`config.mk`:
```
export PLATFORM = sky130hd
export DESIGN_NAME = data_memory_arbiter
export DESIGN_NICKNAME = d
export VERILOG_FILES = /design/src/rtl/data_memory_arbiter_pkg.sv /design/src/rtl/data_memory_arbiter_read_return_tracker.sv /design/src/rtl/data_memory_arbiter.sv
export SDC_FILE = /design/constraint.sdc
export NUM_CORES = 1
export LEC_CHECK = 0
export ABC_AREA = 1
export CAP_MARGIN = 15
export CELL_PAD_IN_SITES_DETAIL_PLACEMENT = 1
export CELL_PAD_IN_SITES_GLOBAL_PLACEMENT = 1
export CORE_MARGIN = 3
export CORE_UTILIZATION = 32
export CTS_BUF_LIST = sky130_fd_sc_hd__clkbuf_16
export CTS_CLUSTER_SIZE = 25
export DETAILED_ROUTE_END_ITERATION = 7
export GPL_TIMING_DRIVEN = 0
export MAX_ROUTING_LAYER = met4
export PLACE_DENSITY = 0.85
export SETUP_SLACK_MARGIN = 0.4
export SYNTH_ARGS = -nofsm -noshare
export SYNTH_HDL_FRONTEND = slang
export SYNTH_HIERARCHICAL = 1
export SYNTH_SLANG_ARGS = --single-unit
export TNS_END_PERCENT = 1
```
`constraint.sdc`:
```
create_clock -name clock_in -period 5.48 [get_ports clock_in]
set_clock_uncertainty 0.15 [all_clocks]
set_input_delay 1.096 -clock clock_in [delete_from_list [all_inputs] [get_ports clock_in]]
set_output_delay 1.096 -clock clock_in [all_outputs]
set_load 0.03 [all_outputs]
```
`src/rtl/data_memory_arbiter_pkg.sv`:
```
// Shared types and default widths for the data memory arbiter.
package data_memory_arbiter_pkg;

  localparam int unsigned DEF_OPERAND_WIDTH = 11;
  localparam int unsigned DEF_DATA_WIDTH    = 16;
  localparam int unsigned DEF_LOCK_LIMIT    = 8;

  typedef enum logic [1:0] {
    ARB,
    CPU_ISSUE,
    EXT_ISSUE
  } arb_state_t;

  typedef enum logic {
    OWNER_CPU,
    OWNER_EXT
  } owner_t;

  // Tag travelling with an issued read until its data returns.
  typedef struct packed {
    logic   valid;
    owner_t owner;
  } rd_tag_t;

endpackage

```
`src/rtl/data_memory_arbiter_read_return_tracker.sv`:
```
// Tracks issued reads and steers returning memory data to the owning requester.
module read_return_tracker
  import data_memory_arbiter_pkg::*;
#(
  parameter int unsigned DATA_WIDTH = DEF_DATA_WIDTH
) (
  input  logic                  clock_in,
  input  logic                  reset_in,
  input  logic                  issue_rd,
  input  owner_t                issue_owner,
  input  logic [DATA_WIDTH-1:0] mem_data_in,
  output logic                  cpu_rvalid_out,
  output logic [DATA_WIDTH-1:0] cpu_data_out,
  output logic                  ext_rvalid_out,
  output logic [DATA_WIDTH-1:0] ext_data_out
);

  rd_tag_t tag_q;

  // Stage 1 tags the cycle the memory returns data; stage 2 presents it to the owner.
  always_ff @(posedge clock_in or negedge reset_in) begin
    if (!reset_in) begin
      tag_q          <= '0;
      cpu_rvalid_out <= 1'b0;
      ext_rvalid_out <= 1'b0;
      cpu_data_out   <= '0;
      ext_data_out   <= '0;
    end else begin
      tag_q.valid    <= issue_rd;
      tag_q.owner    <= issue_owner;
      cpu_rvalid_out <= tag_q.valid && (tag_q.owner == OWNER_CPU);
      ext_rvalid_out <= tag_q.valid && (tag_q.owner == OWNER_EXT);
      if (tag_q.valid && (tag_q.owner == OWNER_CPU)) cpu_data_out <= mem_data_in;
      if (tag_q.valid && (tag_q.owner == OWNER_EXT)) ext_data_out <= mem_data_in;
    end
  end

endmodule

```
`src/rtl/data_memory_arbiter.sv`:
```
// Arbitrates the single-port data memory between the CPU and the external loader port.
module data_memory_arbiter
  import data_memory_arbiter_pkg::*;
#(
  parameter int unsigned OPERAND_WIDTH = DEF_OPERAND_WIDTH,
  parameter int unsigned DATA_WIDTH    = DEF_DATA_WIDTH,
  parameter int unsigned LOCK_LIMIT    = DEF_LOCK_LIMIT
) (
  input  logic                     clock_in,
  input  logic                     reset_in,
  input  logic                     cpu_req_in,
  input  logic                     cpu_wr_in,
  input  logic [OPERAND_WIDTH-1:0] cpu_addr_in,
  input  logic [DATA_WIDTH-1:0]    cpu_data_in,
  output logic                     cpu_ack_out,
  output logic                     cpu_rvalid_out,
  output logic [DATA_WIDTH-1:0]    cpu_data_out,
  input  logic                     ext_req_in,
  input  logic                     ext_wr_in,
  input  logic [OPERAND_WIDTH-1:0] ext_addr_in,
  input  logic [DATA_WIDTH-1:0]    ext_data_in,
  input  logic                     ext_lock_in,
  output logic                     ext_ack_out,
  output logic                     ext_rvalid_out,
  output logic [DATA_WIDTH-1:0]    ext_data_out,
  output logic                     mem_en_out,
  output logic                     mem_wr_out,
  output logic [OPERAND_WIDTH-1:0] mem_addr_out,
  output logic [DATA_WIDTH-1:0]    mem_data_out,
  input  logic [DATA_WIDTH-1:0]    mem_data_in
);

  localparam int unsigned CNT_W = $clog2(LOCK_LIMIT + 1);

  arb_state_t             state_q, state_d;
  owner_t                 last_owner_q, last_owner_d;
  logic [CNT_W-1:0]       lock_cnt_q, lock_cnt_d;
  logic                   cpu_elig_c, ext_elig_c, lock_full_c, lock_hold_c;
  logic                   mem_wr_d;
  logic [OPERAND_WIDTH-1:0] mem_addr_d;
  logic [DATA_WIDTH-1:0]  mem_data_d;
  owner_t                 issue_owner_c;

  always_ff @(posedge clock_in or negedge reset_in) begin
    if (!reset_in) begin
      state_q      <= ARB;
      last_owner_q <= OWNER_EXT;
      lock_cnt_q   <= '0;
    end else begin
      state_q      <= state_d;
      last_owner_q <= last_owner_d;
      lock_cnt_q   <= lock_cnt_d;
    end
  end

  // Grant selection; a requester is ignored during its own ack cycle.
  always_comb begin
    state_d      = ARB;
    last_owner_d = last_owner_q;
    lock_cnt_d   = lock_cnt_q;
    mem_wr_d     = 1'b0;
    mem_addr_d   = '0;
    mem_data_d   = '0;
    cpu_elig_c   = cpu_req_in && !cpu_ack_out;
    ext_elig_c   = ext_req_in && !ext_ack_out;
    lock_full_c  = (lock_cnt_q == CNT_W'(LOCK_LIMIT));
    // While locked and under the limit, the CPU is held off even in ext's bubble cycle.
    lock_hold_c  = ext_lock_in && ext_req_in && !lock_full_c;

    if (lock_hold_c) begin
      if (ext_elig_c) state_d = EXT_ISSUE;
    end else if (cpu_elig_c && ext_elig_c) begin
      state_d = (ext_lock_in || last_owner_q == OWNER_EXT) ? CPU_ISSUE : EXT_ISSUE;
    end else if (cpu_elig_c) begin
      state_d = CPU_ISSUE;
    end else if (ext_elig_c) begin
      state_d = EXT_ISSUE;
    end

    case (state_d)
      CPU_ISSUE: begin
        last_owner_d = OWNER_CPU;
        mem_wr_d     = cpu_wr_in;
        mem_addr_d   = cpu_addr_in;
        mem_data_d   = cpu_data_in;
      end
      EXT_ISSUE: begin
        last_owner_d = OWNER_EXT;
        mem_wr_d     = ext_wr_in;
        mem_addr_d   = ext_addr_in;
        mem_data_d   = ext_data_in;
      end
      default: ;
    endcase

    if (!ext_lock_in || !cpu_req_in || state_d == CPU_ISSUE) begin
      lock_cnt_d = '0;
    end else if (state_d == EXT_ISSUE && !lock_full_c) begin
      lock_cnt_d = lock_cnt_q + CNT_W'(1);
    end
  end

  always_ff @(posedge clock_in or negedge reset_in) begin
    if (!reset_in) begin
      cpu_ack_out  <= 1'b0;
      ext_ack_out  <= 1'b0;
      mem_en_out   <= 1'b0;
      mem_wr_out   <= 1'b0;
      mem_addr_out <= '0;
      mem_data_out <= '0;
    end else begin
      cpu_ack_out  <= (state_d == CPU_ISSUE);
      ext_ack_out  <= (state_d == EXT_ISSUE);
      mem_en_out   <= (state_d != ARB);
      mem_wr_out   <= mem_wr_d;
      mem_addr_out <= mem_addr_d;
      mem_data_out <= mem_data_d;
    end
  end

  assign issue_owner_c = (state_q == EXT_ISSUE) ? OWNER_EXT : OWNER_CPU;

  read_return_tracker #(
    .DATA_WIDTH(DATA_WIDTH)
  ) u_tracker (
    .clock_in      (clock_in),
    .reset_in      (reset_in),
    .issue_rd      (mem_en_out && !mem_wr_out),
    .issue_owner   (issue_owner_c),
    .mem_data_in   (mem_data_in),
    .cpu_rvalid_out(cpu_rvalid_out),
    .cpu_data_out  (cpu_data_out),
    .ext_rvalid_out(ext_rvalid_out),
    .ext_data_out  (ext_data_out)
  );

endmodule
```
==> metrics.csv, run 1 <==
metric,value,unit
status,"finished, final reports clean",
postCtsSetupRepairBufs,0,
drtIter0Drc,97,
hold_end,u_tracker/tag_q[0],
yosys_warnings,6,
drtPass1Iterations,4,
grt_overflow,0,
ir_drop,0.164,mV
timing.setup.tns,0,ps
initial_utilization,33.5,%
clk_latency,330,ps
grt_setup_unrepaired,false,
synth_top_area_share,58.0,%
r2r_slack,3090,ps
row_count,35,
crit_path_top_delay_cell,clkdlybuf4s50_1,
final_max_slew_viol_count,0,
r2r-end,mem_wr_out,
ys_seq_area_share,58.8,%
fill_cells,1054,
wl_per_cell,16.7,um
cp.arrival,3100,ps
multiInputGateArea,1080,sq um
critical_path_class,input pin to flop,
timing.fmax,0.328,GHz
relSlewSlack,66.3,%
reg2reg_depth,11,
hp-start,state_q[0],
crit_top_cell,nand2_1,
yosysUniqueCellTypes,22,
final_nets,569,
hpwl,8.00,mm
h-tree-depth,3,
die-area,11100,sq um
drive_gt1_share,10.6,%
grt_pass1_wl,16.6,mm
worstMarginPinSlew,506,ps
port_buffers,141,
worstReg2RegStart,lock_cnt_q[0],
finalHoldViolCount,0,
antenna_found_initial,0,
numCtsBuffers,9,
ant_nets,0,
grt_pass1_vias,3245,
ys_ff_latch,74,
syn_inst,333,
fp.dieH,105,um
totalWireLength,10.4,mm
cp_max_fo,10,
synthTopCellsByArea,"dfrtp_1 (58%), nand3_1 (15%), nand2_1 (12%)",
pwr_density_cell,474,nW/um^2
viasPerCell,4.76,
yosysTopAreaCell,dfrtp_1,
vias,2950,
layout_commonest_cell,clkdlybuf4s50_1,
crit_buf_inv,4,
path_cells,clkdlybuf4s50_1 -> inv_1 -> nor2_1 -> nand2_1 -> nand3_1 -> nand2_1 -> ha_1 -> buf_4 -> buf_4 -> nand3_1 -> nand2_1,
die_x,105,um
final_cell_mix,"clkdlybuf4s50_1 (140), nand2_1 (99), nand3_1 (94)",
hold_path_depth,1,
p_leak,2.47,nW
final-seq-area,1850,sq um
clock_sinks,74,
p_total,2.41,mW
ctsHoldBuffers,0,
track_usage,19.8,%
endpoint_kind,flop,
hold_class,flop to flop,
drv_cap,0,
gp_congestion,0.842,
min_period,3050,ps
grt_max_degree,58,
clockBufferDepth,2,
required,5530,ps
cp-start-kind,input pin,
cp_slowest_stage_delay,470,ps
synth_area,3150,sq um
cts_resized,0,
clk_pin_slew_worst_paths,60,ps
cts_root_buf,clkbuf_16,
syn_avg_cell_area,9.46,sq um
cts_tree,yes,
n_antenna_cell,0,
critical-path-top-delay-family,buffers and inverters,
route.detailed.drc,0,
finalSetupViolations,0,
area.growth.synth_to_final,61.5,%
syn_nets,416,
ios,142,
period_share,55.6,%
coreArea,9420,sq um
[state kept, by name (all words and copies together) (netlist names)]
| signal | count |
|---|---|
| mem_data_out | 16 |
| u_tracker/cpu_data_out | 16 |
| u_tracker/ext_data_out | 16 |
| mem_addr_out | 11 |
| lock_cnt_q | 4 |
| state_q | 2 |
| u_tracker/tag_q | 2 |
| cpu_ack_out | 1 |
| ext_ack_out | 1 |
| last_owner_q | 1 |
| mem_en_out | 1 |
| mem_wr_out | 1 |
| u_tracker/cpu_rvalid_out | 1 |
| u_tracker/ext_rvalid_out | 1 |
[cells by family after synthesis]
group | after synthesis | share of synthesized area (%)
AND/OR/NAND/NOR | 215 | 31.1
flip-flops | 74 | 58.8
buffers and inverters | 35 | 7.03
adder cells (fa/ha/maj) | 6 | 2.38
AO/OA/AOI/OAI | 2 | 0.357
multiplexers | 1 | 0.357
[worst reg2reg max path, stage by stage (launching register included)]
cell,delay [ps]
dfrtp_1,390
inv_1,70
ha_1,210
nand3_1,150
nand2_1,100
nand3_1,190
nand2_1,120
ha_1,330
buf_4,190
buf_4,190
nand3_1,100
nand2_1,90
[metrics by stage]
stage	cell area, sq um	instances	setup WS, ps	util [%]	hold slack [ps]
after floorplan	3150	333	2890	-	226
after global placement	4720	603	468	50.2	234
after detailed placement	4750	604	2080	50.4	235
after CTS	5090	620	2420	54.1	246
after global routing	5090	620	2270	54.1	272
final	5090	620	2430	54.1	248
[Yosys cell counts, drive strengths merged]
library cell    n
dfstp           1
inv            14
a31oi           1
ha              6
nor3            1
nor2            8
buf            20
nand4           2
dfrtp          73
nand2         110
nand3          94
clkbuf          1
mux2            1
o21ai           1
[how the worst max path moves through the flow]
stage          startpoint  slack [ps]               to  cells past startpoint
3_3_place_gp     reset_in         470  mem_addr_out[9]                      1
4_1_cts        ext_req_in        2420       mem_wr_out                     11
5_1_grt        ext_req_in        2270       mem_wr_out                     11
3_5_place_dp   ext_req_in        2080       mem_wr_out                     11
2_1_floorplan  ext_req_in        2890     last_owner_q                      8
6_report       ext_req_in        2430       mem_wr_out                     11
[power breakdown]
group          leakage [nW]  internal (mW)  switching (mW)
Sequential            0.958          0.692          0.0787
Clock                 0.167          0.445           0.238
Combinational          1.35          0.391           0.568
[layer usage]
layer | part of all wire [%] | vias to the layer above | track usage [%]
li1 | - | 1391 | -
met1 | 40 | 1432 | 22.2
met2 | 49 | 119 | 32.9
met3 | 9.2 | 8 | 6.61
met4 | 1.3 | 0 | 7.12
met5 | 0 | - | -
[layout make-up]
cell class	count	area share, %
Sequential cell	74	36.4
Timing Repair Buffer	142	28.2
Multi-Input combinational cell	224	21.2
Clock buffer	9	4.42
Buffer	21	3.22
Tap cell	129	3.17
Clock inverter	7	2.29
Inverter	14	1.13
Note: power is estimated with default switching activity, not from simulation.
==> run 2: changes to the inputs <==
- CORE_UTILIZATION: 32 -> 30
- PLACE_DENSITY: 0.85 -> 0.81
- clock period: 5.48 -> 2.9 ns (I/O delays scaled with it)
==> run 2 against run 1 <==
Net effect:
- setup slack worse by 1900 ps
- sequential power up 88%
- global-route usage down 1.1 points
- clock power up 63%
- register-to-register slack worse by 2500 ps
- combinational power up 89%
- core utilization down 3.3 points
- sequential cell count unchanged
- sequential share of layout area up 0.13 points
- non-clock buffer count up 1
- design area down 0.37%
- largest cell class unchanged
- highest routed layer unchanged
==> metrics.csv, run 2 (same netlist as run 1, synthesis figures left out) <==
metric,value,unit,change
die-area,11800,sq um,+6.3%
period_share,81.8,%,
final_nets,570,,+0.18%
p_total,4.38,mW,+82%
crit_buf_inv,4,,unchanged
pwr_density_cell,863,nW/um^2,+82%
cp-start-kind,input pin,,
cp_max_fo,10,,unchanged
clk_latency,330,ps,about the same
crit_top_cell,nand2_1,,
grt_pass1_vias,3178,,-2.1%
antenna_found_initial,0,,unchanged
grt_max_degree,68,,+17%
totalWireLength,10.3,mm,-0.15%
p_leak,2.45,nW,-0.71%
clk_pin_slew_worst_paths,60,ps,about the same
vias,2920,,-1.0%
cts_tree,yes,,
hold_class,flop to flop,,
fp.dieH,109,um,+3.1%
finalHoldViolCount,0,,unchanged
r2r-end,mem_addr_out[8],,
critical_path_class,input pin to flop,,
grt_overflow,0,,unchanged
die_x,109,um,+3.1%
clock_sinks,74,,unchanged
port_buffers,141,,unchanged
initial_utilization,31.5,%,-2.0 points
cp_slowest_stage_delay,480,ps,about the same
row_count,36,,+2.9%
gp_congestion,0.799,,-5.1%
route.detailed.drc,0,,unchanged
relSlewSlack,73.4,%,+7.2 points
p_comb_share,41.4,%,+1.6 points
ios,142,,unchanged
hp-start,state_q[0],,
status,"finished, final reports clean",,
swShare,38.0,%,+1.3 points
drive_gt1_share,11.2,%,+0.59 points
viasPerCell,4.67,,-1.8%
drtPass1Iterations,4,,unchanged
clockBufferDepth,2,,unchanged
hold_end,u_tracker/tag_q[0],,
layout_commonest_cell,clkdlybuf4s50_1,,
numCtsBuffers,9,,unchanged
r2r_slack,580,ps,-2510 ps
area.growth.synth_to_final,60.9,%,
grt_setup_unrepaired,false,,
required,2970,ps,-2560 ps
final_max_slew_viol_count,0,,unchanged
hold_path_depth,1,,unchanged
worstReg2RegStart,lock_cnt_q[0],,
cts_root_buf,clkbuf_16,,
timing.fmax,0.422,GHz,
min_period,2370,ps,
m1WireLength,4.35,mm,+4.0%
finalSetupViolations,0,,unchanged
coreArea,10000,sq um,+6.2%
p_clk_share,25.4,%,-2.9 points
reg2reg_depth,11,,unchanged
path_cells,clkdlybuf4s50_1 -> inv_1 -> nor2_2 -> nand2_1 -> nand3_2 -> nand2_1 -> ha_1 -> buf_4 -> buf_4 -> nand3_1 -> nand2_1,,
final_cell_mix,"clkdlybuf4s50_1 (140), nand2_1 (99), nand3_1 (93)",,
critical-path-top-delay-family,buffers and inverters,,
seqPwrFrac,33.2,%,+1.3 points
hpwl,7.74,mm,-3.2%
intPower,2.71,mW,+78%
worstMarginPinSlew,397,ps,-109 ps
route.met3.wl,708,um,-26%
grt_pass1_wl,16.2,mm,-2.5%
track_usage,18.6,%,-1.1 points
ant_nets,0,,unchanged
drtIter0Drc,103,,+6.2%
wl_per_cell,16.5,um,-0.95%
top_layer_used,met4,,
crit_path_top_delay_cell,clkdlybuf4s50_1,,
cp.arrival,2440,ps,-660 ps
h-tree-depth,3,,unchanged
met2_wirelength,5.14,mm,+1.2%
drv_cap,0,,unchanged
ir_drop,0.345,mV,+110%
top_regs,"mem_data_out (16), u_tracker/cpu_data_out (16), u_tracker/ext_data_out (16)",,
endpoint_kind,flop,,
n_antenna_cell,0,,unchanged
netSwitchingPower,1.66,mW,+88%
hold_slack,259,ps,+11.1 ps
## run 2: cell count changes in the layout (fill, tap and decap cells not counted), sizes merged
cell,change
bufinv,-2
clkinv,-2
dlygate4sd3,+1
clkinvlp,+3
inv,+1
## run 2: layout make-up
type | instances | area [sq um]
well taps | 133 | 166
plain buffers | 21 | 169
clock inverters | 7 | 70.1
flip-flops and latches | 74 | 1850
inverters | 14 | 57.6
fillers | 1158 | 4930
multi-input cells | 224 | 1080
clock buffers | 9 | 225
repair buffers | 143 | 1450
## run 2: worst register-to-register path, cell delays in order (launching register included)
cell and delay, ps:
dfrtp_1 410, inv_1 100, ha_1 180, nand3_1 170, nand2_1 150, nand3_2 130
nand2_1 130, ha_1 250, buf_4 200, buf_4 220, nand3_1 110, nand2_1 80
## run 2: routing by layer
| metal | GRT usage (%) | vias up |
|---|---|---|
| met5 | - | - |
| met4 | 5.95 | 0 |
| met3 | 4.78 | 15 |
| met2 | 30.8 | 112 |
| met1 | 22.4 | 1400 |
| li1 | - | 1393 |
## run 2: repair_timing
item	4_1_cts	5_1_grt
pin swaps	0	0
endpoints found under the setup margin	1	29
setup buffers	0	0
endpoints found under the hold margin	7	0
resized for setup	1	4
hold buffers	1	0
## run 2: how the worst max path moves through the flow
stage	startpoint	to	cells after the start
after floorplan	ext_req_in	last_owner_q	8
after global placement	reset_in	mem_wr_out	1
after detailed placement	ext_req_in	mem_addr_out[8]	11
after CTS	ext_req_in	mem_addr_out[8]	11
after global routing	ext_req_in	mem_data_out[5]	11
final	ext_req_in	mem_data_out[5]	11
## run 2: power groups by stage
stage / clock (mW) / combinational [mW] / sequential, mW
after floorplan: 0 / 0.471 / 1.98
after global placement: 0 / 1.78 / 1.46
after detailed placement: 0 / 1.82 / 1.47
after CTS: 1.13 / 1.83 / 1.46
after global routing: 1.18 / 1.95 / 1.49
final: 1.11 / 1.81 / 1.45
## run 2: metrics by stage
step	setup TNS (ps)	cell area [sq um]	instances	setup slack, ps	utilization [%]
after floorplan	0	3150	333	827	-
after global placement	-112100	4730	607	-1530	47.3
after detailed placement	0	4750	608	35.8	47.5
after CTS	0	5060	625	452	50.7
after global routing	0	5070	625	389	50.7
final	0	5070	625	529	50.7
==> run 3: changes to the inputs <==
- CORE_UTILIZATION: 30 -> 27
- PLACE_DENSITY: 0.81 -> 0.77
- clock period: 2.9 -> 2.1 ns (I/O delays scaled with it)
==> run 3 against run 2 <==
Net effect:
- combinational power increased by 48%
- critical path depth decreased by 10
- via count increased by 3.8%
- setup slack got worse by 390 ps
- first-iteration DRC count decreased by 6.8%
- count of clock-buffer cells in the layout unchanged
- core utilization decreased by 2.1 points
- global-route usage decreased by 1.8 points
- critical endpoint is now ext_data_out[11]
- largest cell class unchanged
- highest routed layer unchanged
==> metrics.csv, run 3 (same netlist as run 1, synthesis figures left out) <==
metric,value,unit,change
status,"finished, final reports clean",,
n_antenna_cell,0,,unchanged
timing.setup.tns,0,ps,unchanged
relSlewSlack,69.4,%,-4.0 points
finalSetupViolations,0,,unchanged
cp_slowest_stage_delay,690,ps,+210 ps
initial_utilization,28.3,%,-3.2 points
top_regs,"mem_data_out (16), u_tracker/cpu_data_out (16), u_tracker/ext_data_out (16)",,
final_cell_mix,"clkdlybuf4s50_1 (130), nand2_1 (95), nand3_1 (84)",,
die_x,114,um,+5.1%
clock_sinks,74,,unchanged
vias,3031,,+3.8%
ir_drop,0.680,mV,+97%
worstMarginPinSlew,459,ps,+61.5 ps
cp-start-kind,flop,,
final_max_slew_viol_count,0,,unchanged
grt_pass1_wl,16.6,mm,+2.3%
drv_cap,0,,unchanged
hold_class,flop to flop,,
critical-path-top-delay-family,buffers and inverters,,
ios,142,,unchanged
fill_cells,1263,,+9.1%
ant_nets,0,,unchanged
crit_path_top_delay_cell,clkdlybuf4s50_1,,
swShare,37.2,%,-0.77 points
period_share,93.2,%,
cts_tree,yes,,
placed_cells,615,,+1.2%
gp_congestion,0.754,,-5.6%
pwr_density_cell,1170,nW/um^2,+35%
numCtsBuffers,9,,unchanged
finalHoldViolCount,0,,unchanged
port_buffers,141,,unchanged
clk_pin_slew_worst_paths,60,ps,about the same
wl_per_cell,16.6,um,+0.23%
seqPwrFrac,32.0,%,-1.2 points
clockBufferDepth,2,,unchanged
drtPass1Iterations,4,,unchanged
h-tree-depth,3,,unchanged
finalNonFillerCells,642,,+2.7%
grt_max_degree,42,,-38%
fp.dieH,114,um,+5.1%
crit_buf_inv,1,,-3
min_period,1960,ps,
path_cells,clkdlybuf4s50_1,,
die-area,13000,sq um,+10%
hpwl,7.80,mm,+0.70%
netSwitchingPower,2.35,mW,+41%
drive_gt1_share,17.5,%,+6.4 points
layout_commonest_cell,clkdlybuf4s50_1,,
p_comb_share,42.3,%,+0.9 points
clk_latency,330,ps,about the same
cp_max_fo,2,,-8
grt_overflow,0,,unchanged
endpoint_kind,output port,,
required,1530,ps,-1440 ps
timing.fmax,0.511,GHz,
cts_root_buf,clkbuf_16,,
critical_path_class,flop to output port,,
intPower,3.96,mW,+46%
grt_setup_unrepaired,true,,
cp.arrival,1390,ps,-1050 ps
totalWireLength,10.6,mm,+3.0%
final_nets,580,,+1.8%
area.growth.synth_to_final,71.5,%,
route.detailed.drc,0,,unchanged
coreArea,11100,sq um,+11%
p_leak,2.59,nW,+5.4%
drtIter0Drc,96,,-6.8%
row_count,38,,+5.6%
antenna_found_initial,0,,unchanged
p_clk_share,25.6,%,+0.2 points
track_usage,16.9,%,-1.8 points
viasPerCell,4.72,,+1.1%
grt_pass1_vias,3313,,+4.2%
-- run 3: cell types whose count changed in the layout (fill, tap and decap cells not counted), sizes merged, moves of 3 or more --
cell           change
buf                +9
dlygate4sd2        +9
clkdlybuf4s50     -10
clkinv             +3
clkinvlp           -3
-- run 3: stage by stage --
stage / utilization, % / hold slack (ps) / worst slack [ps] / cell area [sq um] / power, mW
finish: 48.6 / 241 / 142 / 5410 / 6.31
floorplan: - / -25.6 / 217 / 3200 / 3.40
global route: 48.6 / 281 / 68.3 / 5410 / 6.63
global placement: 43.1 / 234 / -2450 / 4790 / 4.50
CTS: 47.4 / 243 / 127 / 5270 / 6.29
detailed placement: 43.2 / 238 / -545 / 4810 / 4.58
-- run 3: final timing paths --
kind,slack (ps),from,cells after the start,end
worst max-delay path,140,u_tracker/ext_data_out[11],1,ext_data_out[11]
min in group asynchronous,430,reset_in,2,u_tracker/ext_data_out[3]
worst min register to register,240,state_q[0],1,u_tracker/tag_q[0]
worst max register to register,150,lock_cnt_q[0],8,last_owner_q
max in group asynchronous,730,reset_in,3,last_owner_q
worst min-delay path,240,state_q[0],1,u_tracker/tag_q[0]
-- run 3: area by class of cell --
type	count	area, sq um	area share [%]
sequential	74	1850	34.3
timing repair buffer	153	1540	28.5
multi-input combinational	224	1240	22.9
buffer	21	228	4.21
clock buffer	9	225	4.17
tap	140	175	3.24
clock inverter	7	85.1	1.57
inverter	14	60.1	1.11
-- run 3: what timing repair did --
action,CTS,global route
gates cloned,0,1
setup buffers,8,1
gates resized for setup,33,23
endpoints found under the setup margin,99,98
hold endpoints to repair,33,0
pin swaps,4,8
hold buffers,1,0
-- run 3: per-layer routing --
layer / track usage, % / vias up / share of wire (%)
met5: - / - / 0
met4: 5.46 / 0 / 1.3
met3: 4.93 / 13 / 8.3
met2: 27.8 / 139 / 49
met1: 19.8 / 1469 / 42
li1: - / 1410 / -
-- run 3: power by group through the flow --
| stage | Sequential [mW] | Clock (mW) | Combinational (mW) |
|---|---|---|---|
| final | 2.02 | 1.62 | 2.67 |
| after global routing | 2.08 | 1.71 | 2.84 |
| after CTS | 2.03 | 1.66 | 2.61 |
| after detailed placement | 2.05 | 0 | 2.53 |
| after global placement | 2.03 | 0 | 2.47 |
| after floorplan | 2.73 | 0 | 0.672 |
==> variant (settings of run 2) <==
The package constant `DEF_LOCK_LIMIT` goes from 8 to 16.
--- a/src/rtl/data_memory_arbiter_pkg.sv
+++ b/src/rtl/data_memory_arbiter_pkg.sv
@@ -3,7 +3,7 @@
 
   localparam int unsigned DEF_OPERAND_WIDTH = 11;
   localparam int unsigned DEF_DATA_WIDTH    = 16;
-  localparam int unsigned DEF_LOCK_LIMIT    = 8;
+  localparam int unsigned DEF_LOCK_LIMIT    = 16;
 
   typedef enum logic [1:0] {
     ARB,
Check against the original RTL: same outputs for any inputs over 10 cycles, from zero or initial values and one cycle with reset_in low; that may be too few to reach the edited logic, so the function may still have changed.
==> variant against run 2 <==
Final cell count grew 2.6%; largest power group unchanged; design area grew 3.8%; worst hold slack lost 190 ps; routed wire length shrank 1.3%; critical path depth shrank 1; sequential cell count grew 1; worst setup slack lost 29 ps; critical endpoint is now mem_data_out[14]; power grew 6.8%; synthesized area grew 2.5%; first-iteration DRC count is the same; highest routed layer unchanged.
==> variant: results (changes against run 2) <==
Status
  – Status: finished clean

Logic synthesis
  – Mux contribution to synthesized area: 0 (-0.00357)
  – Adder and majority cell fraction of the synthesized area: 0.0232 (-0.000590)
  – Distinct cells, synth: 25 (+14%)
  – Syn Nets: 427 (+2.6%)
  – Compound-Gate Fraction of Synth Area: 0.00813 (+0.00456)

Power and ir drop
  – Leak: 2.57 nW (+4.7%)
  – Peak supply drop: 0.418 mV (+21%)
  – Clk network pwr share: 0.293 (+0.039)
  – Seq pwr share: 0.314 (-0.018)

Setup path
  – R2R Setup Slk: 630 ps (+50 ps)
  – Worst Path Arrival: 2520 ps (+80 ps)
  – Max incr delay on CP: 510 ps (+30 ps)

Placement
  – Placed cell area: 0.00483 mm2 (+1.6%)
  – Post-placement cell count: 622 (+2.3%)

Timing
  – Slew margin rel.: 0.666 (-0.0684)

Global route
  – M1 GR Usage: 0.206 (-0.0181)
  – Grt met3 use: 0.0599 (+0.0121)
  – Largest net degree at the start of global routing: 39 (-43%)
  – GR Util All Layers: 0.180 (-0.00662)

Final layout
  – Layout cell share with drive strength beyond 1: 0.125 (+0.0130)
  – Final clock-cell share: 0.0696 (+0.0114)
  – Bufs w/o clock: 166 (+1.2%)
  – Fill count: 1179 (+1.8%)
  – Seq/total area: 0.357 (-0.00879)

Drt
  – Avg WL per Cell: 15.9 um (-3.7%)
  – Routed Wire Length: 10.2 mm (-1.3%)
  – Met1 WL: 4.22 mm (-2.9%)
## variant: metrics by stage
step	utilization	setup TNS [ps]	setup slack, ps
floorplan	-	0	777
global placement	0.462	-115900	-1560
detailed placement	0.464	-272	-49.3
CTS	0.500	0	389
global route	0.506	0	406
finish	0.506	0	500
## variant: worst max-delay path, delay by kind of cell
kind | cells | cell delay, ps
fa+ha+maj | 1 | 310
compound gates | 1 | 210
buf+inv | 3 | 860
simple gates | 5 | 570
## variant: cell families (layout without fill, tap and decap cells)
kind of cell / count (synthesis) / count (layout)
XOR/XNOR: 1 / 1
AO/OA/AOI/OAI: 4 / 4
AND/OR/NAND/NOR: 218 / 218
adder cells (fa/ha/maj): 6 / 6
buffers and inverters: 40 / 201
flip-flops: 75 / 75
## variant: timing repair
item                       CTS  global route
buffers inserted             0             3
pin swaps                    0             1
setup endpoints to repair   20            28
gates resized for setup      3             9
